## src/rtl/gshare_predictor_pkg.sv

```systemverilog
// Shared widths and pipeline payload types for the gshare direction predictor.
package gshare_predictor_pkg;

  localparam int unsigned GLOBAL_HISTORY_LEN  = 4;
  localparam int unsigned PC_IDX_LEN          = 4;
  localparam int unsigned PATTERN_HISTORY_LEN = GLOBAL_HISTORY_LEN + PC_IDX_LEN;
  localparam int unsigned PHT_DEPTH           = 1 << PATTERN_HISTORY_LEN;

  // Weakly not-taken: PHT reset value and idle prediction counter.
  localparam logic [1:0] CTR_RESET = 2'b01;

  typedef struct packed {
    logic                           valid;
    logic [PATTERN_HISTORY_LEN-1:0] pht_idx;
    logic [1:0]                     counter;
  } bp_lookup_t;

  typedef struct packed {
    logic                           valid;
    logic [PATTERN_HISTORY_LEN-1:0] pht_idx;
    logic [1:0]                     prediction_val;
    logic                           br_en;
  } bp_commit_t;

endpackage

```

## src/rtl/gshare_predictor_sat_counter2.sv

```systemverilog
// Combinational 2-bit saturating increment/decrement used on the PHT write path.
module sat_counter2 (
  input  logic [1:0] cur,
  input  logic       inc,
  output logic [1:0] next_c
);

  always_comb begin
    next_c = cur;
    if (inc) begin
      if (cur != 2'b11) next_c = cur + 2'd1;
    end else begin
      if (cur != 2'b00) next_c = cur - 2'd1;
    end
  end

endmodule

```

## src/rtl/gshare_predictor.sv

```systemverilog
// Gshare branch direction predictor: fetch-side lookup, commit-side training.
// Optional commit statistics counters are enabled with GSHARE_PERF_CNT_EN.
module gshare_predictor
  import gshare_predictor_pkg::*;
(
  input  logic                           clk,
  input  logic                           rst,
  input  logic                           lookup_valid,
  input  logic [31:0]                    lookup_pc,
  input  logic                           lookup_is_br,
  output logic                           pred_valid,
  output logic [PATTERN_HISTORY_LEN-1:0] pred_pht_idx,
  output logic [1:0]                     pred_counter,
  output logic                           pred_taken,
  input  logic                           commit_valid,
  input  logic [PATTERN_HISTORY_LEN-1:0] commit_pht_idx,
  input  logic [1:0]                     commit_prediction_val,
  input  logic                           commit_br_en,
  input  logic                           flush,
  output logic [GLOBAL_HISTORY_LEN-1:0]  spec_ghr
`ifdef GSHARE_PERF_CNT_EN
  ,
  output logic [31:0]                    perf_branches,
  output logic [31:0]                    perf_mispredicts
`endif
);

  logic [1:0]                    pht [PHT_DEPTH];
  logic [GLOBAL_HISTORY_LEN-1:0] commit_ghr;
  logic [GLOBAL_HISTORY_LEN-1:0] commit_ghr_next_c;
  logic [1:0]                    pht_wr_c;
  logic                          lookup_fire_c;
  bp_commit_t                    cmt_c;
  bp_lookup_t                    lkp_c;
  bp_lookup_t                    pred_q;

  // PC bits outside the index window carry no information for this predictor.
  logic unused_c;
  assign unused_c = ^{lookup_pc[31:PC_IDX_LEN+2], lookup_pc[1:0], cmt_c.prediction_val[0]};

  assign cmt_c         = {commit_valid, commit_pht_idx, commit_prediction_val, commit_br_en};
  assign lookup_fire_c = lookup_valid & lookup_is_br & ~flush;

  always_comb begin
    lkp_c         = '0;
    lkp_c.valid   = lookup_fire_c;
    lkp_c.pht_idx = {spec_ghr, lookup_pc[PC_IDX_LEN+1:2]};
    lkp_c.counter = pht[lkp_c.pht_idx];
  end

  assign commit_ghr_next_c = cmt_c.valid ? {commit_ghr[GLOBAL_HISTORY_LEN-2:0], cmt_c.br_en}
                                         : commit_ghr;

  // Training reads the live counter, not the value the branch was predicted with.
  sat_counter2 u_sat (
    .cur    (pht[cmt_c.pht_idx]),
    .inc    (cmt_c.br_en),
    .next_c (pht_wr_c)
  );

  always_ff @(posedge clk or negedge rst) begin
    if (!rst) begin
      for (int i = 0; i < int'(PHT_DEPTH); i++) pht[i] <= CTR_RESET;
    end else if (cmt_c.valid) begin
      pht[cmt_c.pht_idx] <= pht_wr_c;
    end
  end

  // Flush rewinds speculative history to the committed history, including this cycle's commit.
  always_ff @(posedge clk or negedge rst) begin
    if (!rst) begin
      commit_ghr <= '0;
      spec_ghr   <= '0;
    end else begin
      commit_ghr <= commit_ghr_next_c;
      if (flush) begin
        spec_ghr <= commit_ghr_next_c;
      end else if (lookup_fire_c) begin
        spec_ghr <= {spec_ghr[GLOBAL_HISTORY_LEN-2:0], lkp_c.counter[1]};
      end
    end
  end

  always_ff @(posedge clk or negedge rst) begin
    if (!rst) begin
      pred_q.valid   <= 1'b0;
      pred_q.pht_idx <= '0;
      pred_q.counter <= CTR_RESET;
    end else if (lookup_fire_c) begin
      pred_q <= lkp_c;
    end else begin
      pred_q.valid <= 1'b0;
    end
  end

  assign pred_valid   = pred_q.valid;
  assign pred_pht_idx = pred_q.pht_idx;
  assign pred_counter = pred_q.counter;
  assign pred_taken   = pred_q.counter[1];

`ifdef GSHARE_PERF_CNT_EN
  always_ff @(posedge clk or negedge rst) begin
    if (!rst) begin
      perf_branches    <= '0;
      perf_mispredicts <= '0;
    end else if (cmt_c.valid) begin
      perf_branches <= perf_branches + 32'd1;
      if (cmt_c.prediction_val[1] != cmt_c.br_en) perf_mispredicts <= perf_mispredicts + 32'd1;
    end
  end
`else
  logic unused_pv_c;
  assign unused_pv_c = cmt_c.prediction_val[1];
`endif

endmodule
```

## config.mk

```make
export PLATFORM = sky130hd
export DESIGN_NAME = gshare_predictor
export DESIGN_NICKNAME = d
export VERILOG_FILES = /design/src/rtl/gshare_predictor_pkg.sv /design/src/rtl/gshare_predictor_sat_counter2.sv /design/src/rtl/gshare_predictor.sv
export SDC_FILE = /design/constraint.sdc
export NUM_CORES = 1
export LEC_CHECK = 0
export CAP_MARGIN = 20
export CORE_MARGIN = 5
export CORE_UTILIZATION = 35
export CTS_CLUSTER_DIAMETER = 100
export CTS_CLUSTER_SIZE = 12
export DETAILED_ROUTE_END_ITERATION = 16
export HOLD_SLACK_MARGIN = 0.15
export PLACE_DENSITY_LB_ADDON = 0.12
export SLEW_MARGIN = 20
export SYNTH_ARGS = -nofsm -noshare
export SYNTH_HDL_FRONTEND = slang
export SYNTH_SLANG_ARGS = --single-unit
```

## constraint.sdc

```tcl
create_clock -name clk -period 3.4 [get_ports clk]
set_input_delay 0.34 -clock clk [delete_from_list [all_inputs] [get_ports clk]]
set_output_delay 0.34 -clock clk [all_outputs]
set_load 0.01 [all_outputs]
```

Word-level counts from Yosys, hierarchy flattened:

Cells that the tools add are included.

* register bits after elaboration: 531
* output and inout bits: 16

* $add $sub $neg: 2
* magnitude comparators: 3
* equal/unequal tests: 1
* muxes and demuxes: 16
* bitwise logic cells: 5
* reduce and logical (&&, ||, !) cells: 3

Operator list (count)
* $bwmux 512: 1
* $bmux 2 s8: 2
* $ge 9x9->1 const B: 2
* $not 8->9: 2
* $demux 2 s8: 1
* $mux 2: 8
* $mux 4: 3
* $lt 9x1->1 const B: 1
* $reduce_bool 2->1: 2
* $add 2x1->2 const B: 1
* $and 1x1->1: 2
* $ne 2x2->1 const B: 1
* $sub 2x1->2 const B: 1
* $logic_and 1x1->1: 1
* $mux 1: 1
* $not 1->1: 1

Longest topological paths before layout:

* word-level depth: 8
* mapped depth: 16
* gate-level depth less buffers: 8

Modules after synthesis:

A second synthesis with hierarchy kept.

* cells, all modules: 2089
* area, all modules: 29613.4 µm²

By module, submodules not included
* gshare_predictor: instances 1, cells each 2086, area each 29587.1 µm²
* sat_counter2: instances 1, cells each 3, area each 26.3 µm²

Worst setup path before layout:

No wires, ideal clock.

* path type: input -> register
* start: in lookup_pc[2]
* end: reg spec_ghr[0]
* setup time: 136 ps
* data arrival time: 3089 ps
* slack: 175 ps
* cell stages on the path: 11
* path buffers: 5
* cells stage by stage: clkbuf_1 -> buf_2 -> buf_2 -> buf_2 -> buf_2 -> mux4_2 -> mux4_2 -> mux2i_1 -> o211ai_1 -> nand4_1 -> o211ai_1

* word-level cells in the longest chain between the ends: 6

Ends and longest elaborated chain
* start: declaration: line gshare_predictor.sv:9 `input logic [31:0] lookup_pc,`
* $not 8->9 (not written as such): line gshare_predictor.sv:48 `lkp_c.counter = pht[lkp_c.pht_idx];`
* $bmux 2 s8: line gshare_predictor.sv:48
* $mux 2 (not written as such) (2 in series): line gshare_predictor.sv:48
* $mux 4: line gshare_predictor.sv:78 `end else if (lookup_fire_c) begin`
* $mux 4: line gshare_predictor.sv:76 `if (flush) begin`
* end signal: assignment: line gshare_predictor.sv:77 `spec_ghr <= commit_ghr_next_c;`
* end signal: assignment: line gshare_predictor.sv:79 `spec_ghr <= {spec_ghr[GLOBAL_HISTORY_LEN-2:0], lkp_c.counter[1]};`
* end: declaration: line gshare_predictor.sv:20 `output logic [GLOBAL_HISTORY_LEN-1:0] spec_ghr`

Every way passes these cells. The select of a mux whose other input is x is not followed.
A chain may end at the register's enable or synchronous reset.

Worst setup path after layout:

* start: reg pht[69] in the netlist's numbering
* end: reg pht[29] in the netlist's numbering

* word-level cells in the longest chain between the ends: 7

Ends and longest elaborated chain
* start: declaration: line gshare_predictor.sv:28 `logic [1:0] pht [PHT_DEPTH];`
* start signal: indexed assignment: line gshare_predictor.sv:65 `pht[cmt_c.pht_idx] <= pht_wr_c;`
* $bmux 2 s8 *: line gshare_predictor.sv:56 `.cur (pht[cmt_c.pht_idx]),`
* $mux 2 (not written as such) * (2 in series): line gshare_predictor.sv:56
* $sub 2x1->2, or another cell as far along: line gshare_predictor_sat_counter2.sv:13 `if (cur != 2'b00) next_c = cur - 2'd1;`
* $mux 2, on equally long branches: line gshare_predictor_sat_counter2.sv:13, gshare_predictor_sat_counter2.sv:11
* $mux 2 *: line gshare_predictor_sat_counter2.sv:10 `if (inc) begin`
* $bwmux 512 *: line gshare_predictor.sv:65

Every way passes the cells marked *; elsewhere a longest branch is shown, timed or not. The select of a mux whose other input is x is not followed.

==> flow_summary.ini <==
[timing]
hold_viol_final = 0
setup-tns-final_ns = 0
whs_ns = 0.362
tightest_slew_ns = 0.916
rsz0062_at_grt = true
maxSlewHeadroom_pct = 38.9
finalSetupViolations = 0
period_minus_slack_ns = 3.31
fin_skew_ns = 0.0246
period_share_pct = 97.3
slew_viol_final = 0
max_clock_freq_mhz = 302

[clock_tree]
htreeDepth = 2
cts_root_buf = clkbuf_16
clock-sinks = 531
cts_inserted_buffers = 50
clk_pin_slew_ns = 0.07
cts_tree = done
insertion_delay_ns = 0.62
cts.path.max_buffers = 3

[logic_synthesis]
yosys.area.top_type_share_pct = 23.0
synth_area_um2 = 29800
yosys_warnings = 0
syn_inst = 2646
synthArstFlopShare_pct = 100
ys_types = 54
ys_seq_area_share_pct = 45.7
synth-seq-cells = 531
post_synth.cell_area_avg_um2 = 11.3
synth-edff-count = 0
synth_area_leaders = dfrtp_1 (23%), dfstp_2 (23%), mux4_2 (19%), nand2_1 (10%), o21ai_2 (7.1%)
ys_top_cells_by_count = nand2_1 (803), dfrtp_1 (274), dfstp_2 (257)
netlist.top_cell.by_area = dfrtp_1
synthFlopType = dfrtp_1
synth.most_common_cell = nand2_1
syn-num-nets = 2695

[die]
io-pin-count = 65
fp.dieArea_um2 = 91000
rows = 107
die_h_um = 302
core_area_um2 = 84900
initial_utilization_pct = 35.1
die_w_um = 302

[pwr]
power.density_nw_per_um2 = 443
p_clk_share_pct = 35.4
switching_power_w = 0.00446
combPwrFrac_pct = 18.0
p_int_w = 0.0110
p_seq_share_pct = 46.6
leakage_nw = 13.6
total_power_w = 0.0155
swShare_pct = 28.8
ir_drop_mv = 0.324

[routing]
drt_iter0_markers = 1788
routed_via_density = 5.48
wl_mm = 104
wl_per_cell_um = 25.9
final_antenna_net_count = 0
drcViolationCount = 0
firstDrtPassIters = 5
dr_total_vias = 22100

[global_route]
grt_max_degree = 82
antenna_found_initial = 1
grt_pass1_wl_mm = 155
overflow = 0
grt_pass1_vias = 22500
grtUsageTotal_pct = 22.9

[setup_path]
worstPathRequired_ns = 3.88
cp-end-kind = register
path_class = register to register
cp_max_fo = 20
critPathLaunchType = register
arrival_ns = 3.79

[final_layout]
fillerInstances = 8092
post-route-util_pct = 41.1
multi_input_area_um2 = 14900
fin_nets = 2893
ff_latch_area_um2 = 13600
drive_gt1_share_pct = 40.0
final_area_um2 = 34900
area_growth_pct = 17.2

[placement]
place_area_um2 = 33400
numPortBuffers = 34
dp.final_hpwl_mm = 75.0
gp_congestion = 0.870

[worst_hold_path]
hold_class = input pin to asynchronous set/reset pin

[run_status]
status = finished, final reports clean

[run]
maxCapViolations = 0
per-stage QoR:
stage | setup WS [ns] | instances
finish | 0.0907 | 4029
global route | -0.0125 | 4028
CTS | 0.00332 | 4028
detailed placement | -0.482 | 3934
global placement | -0.491 | 3934
floorplan | 0.175 | 2646
logic make-up after synthesis:
logic type / after synthesis / synth area share, %
DFF: 531 / 45.7
muxes: 373 / 23.1
AOI/OAI and AO/OA: 628 / 14.4
and+or+nand+nor: 916 / 12.1
buffers and inverters: 196 / 4.64
adders and majority gates: 2 / 0.0840
final timing paths:
kind	from	to	slack [ns]	cells past startpoint
min reg2reg	pht[102]	pht[102]	0.48	2
max in group asynchronous	rst	pht[192]	2.07	3
min	rst	pht[365]	0.36	2
min in group clk	commit_br_en	commit_ghr[0]	0.43	2
max	pht[69]	pht[29]	0.09	11
max reg2reg	pht[69]	pht[29]	0.09	11
power groups by stage:
stage	clock network (W)	registers (W)	logic (W)
floorplan	0	0.00714	0.00169
global placement	0	0.00727	0.00276
detailed placement	0	0.00729	0.00280
CTS	0.00563	0.00719	0.00280
global route	0.00587	0.00724	0.00298
finish	0.00548	0.00720	0.00278
registers in the layout, indices dropped and copies added (netlist names):
register      cells
pred_counter      2
pred_valid        1
spec_ghr          4
pht             512
commit_ghr        4
pred_pht_idx      8
layout by cell type (no fill, tap or decap), drive strengths merged, types with 27 or more instances in the layout:
cell type and n:
a22oi 53, o21ai 520, dfrtp 274, mux4 249, clkdlybuf4s50 27, buf 306
mux2i 107, nand2 803, nor2 42, dfstp 257, clkbuf 91
area by class of cell:
class	instances	area share, %
Antenna cell	1	0.00717
Clock buffer	91	4.24
Clock inverter	1	0.0251
Tap cell	1144	4.10
Multi-Input combinational cell	1919	42.6
Sequential cell	531	39.0
Inverter	7	0.0753
Timing Repair Buffer	335	9.94
worst max-delay path, cell delays in order, from the launching register on:
cell and delay, ns:
dfrtp_1 0.41, mux4_2 0.47, mux4_2 0.54, nand2_1 0.09, nand4_1 0.22, a2111oi_4 0.38
buf_4 0.17, a41o_1 0.14, maj3_4 0.26, buf_12 0.19, buf_12 0.18, o21ai_0 0.09
timing repair:
action / 4_1_cts / 5_1_grt
endpoints found under the hold margin: 40 / 0
resized for setup: 2 / 10
hold buffers: 2 / 0
pin swaps: 0 / 0
setup endpoints to repair: 483 / 483
setup buffers: 0 / 0
layer usage:
layer	vias to the layer above	track usage (%)	part of all wire (%)
met5	-	0	0
met4	0	7.78	3.8
met3	154	4.05	5.4
met2	600	36.0	46
met1	11300	32.3	45
li1	10000	-	-
(Power assumes the default switching activity.)
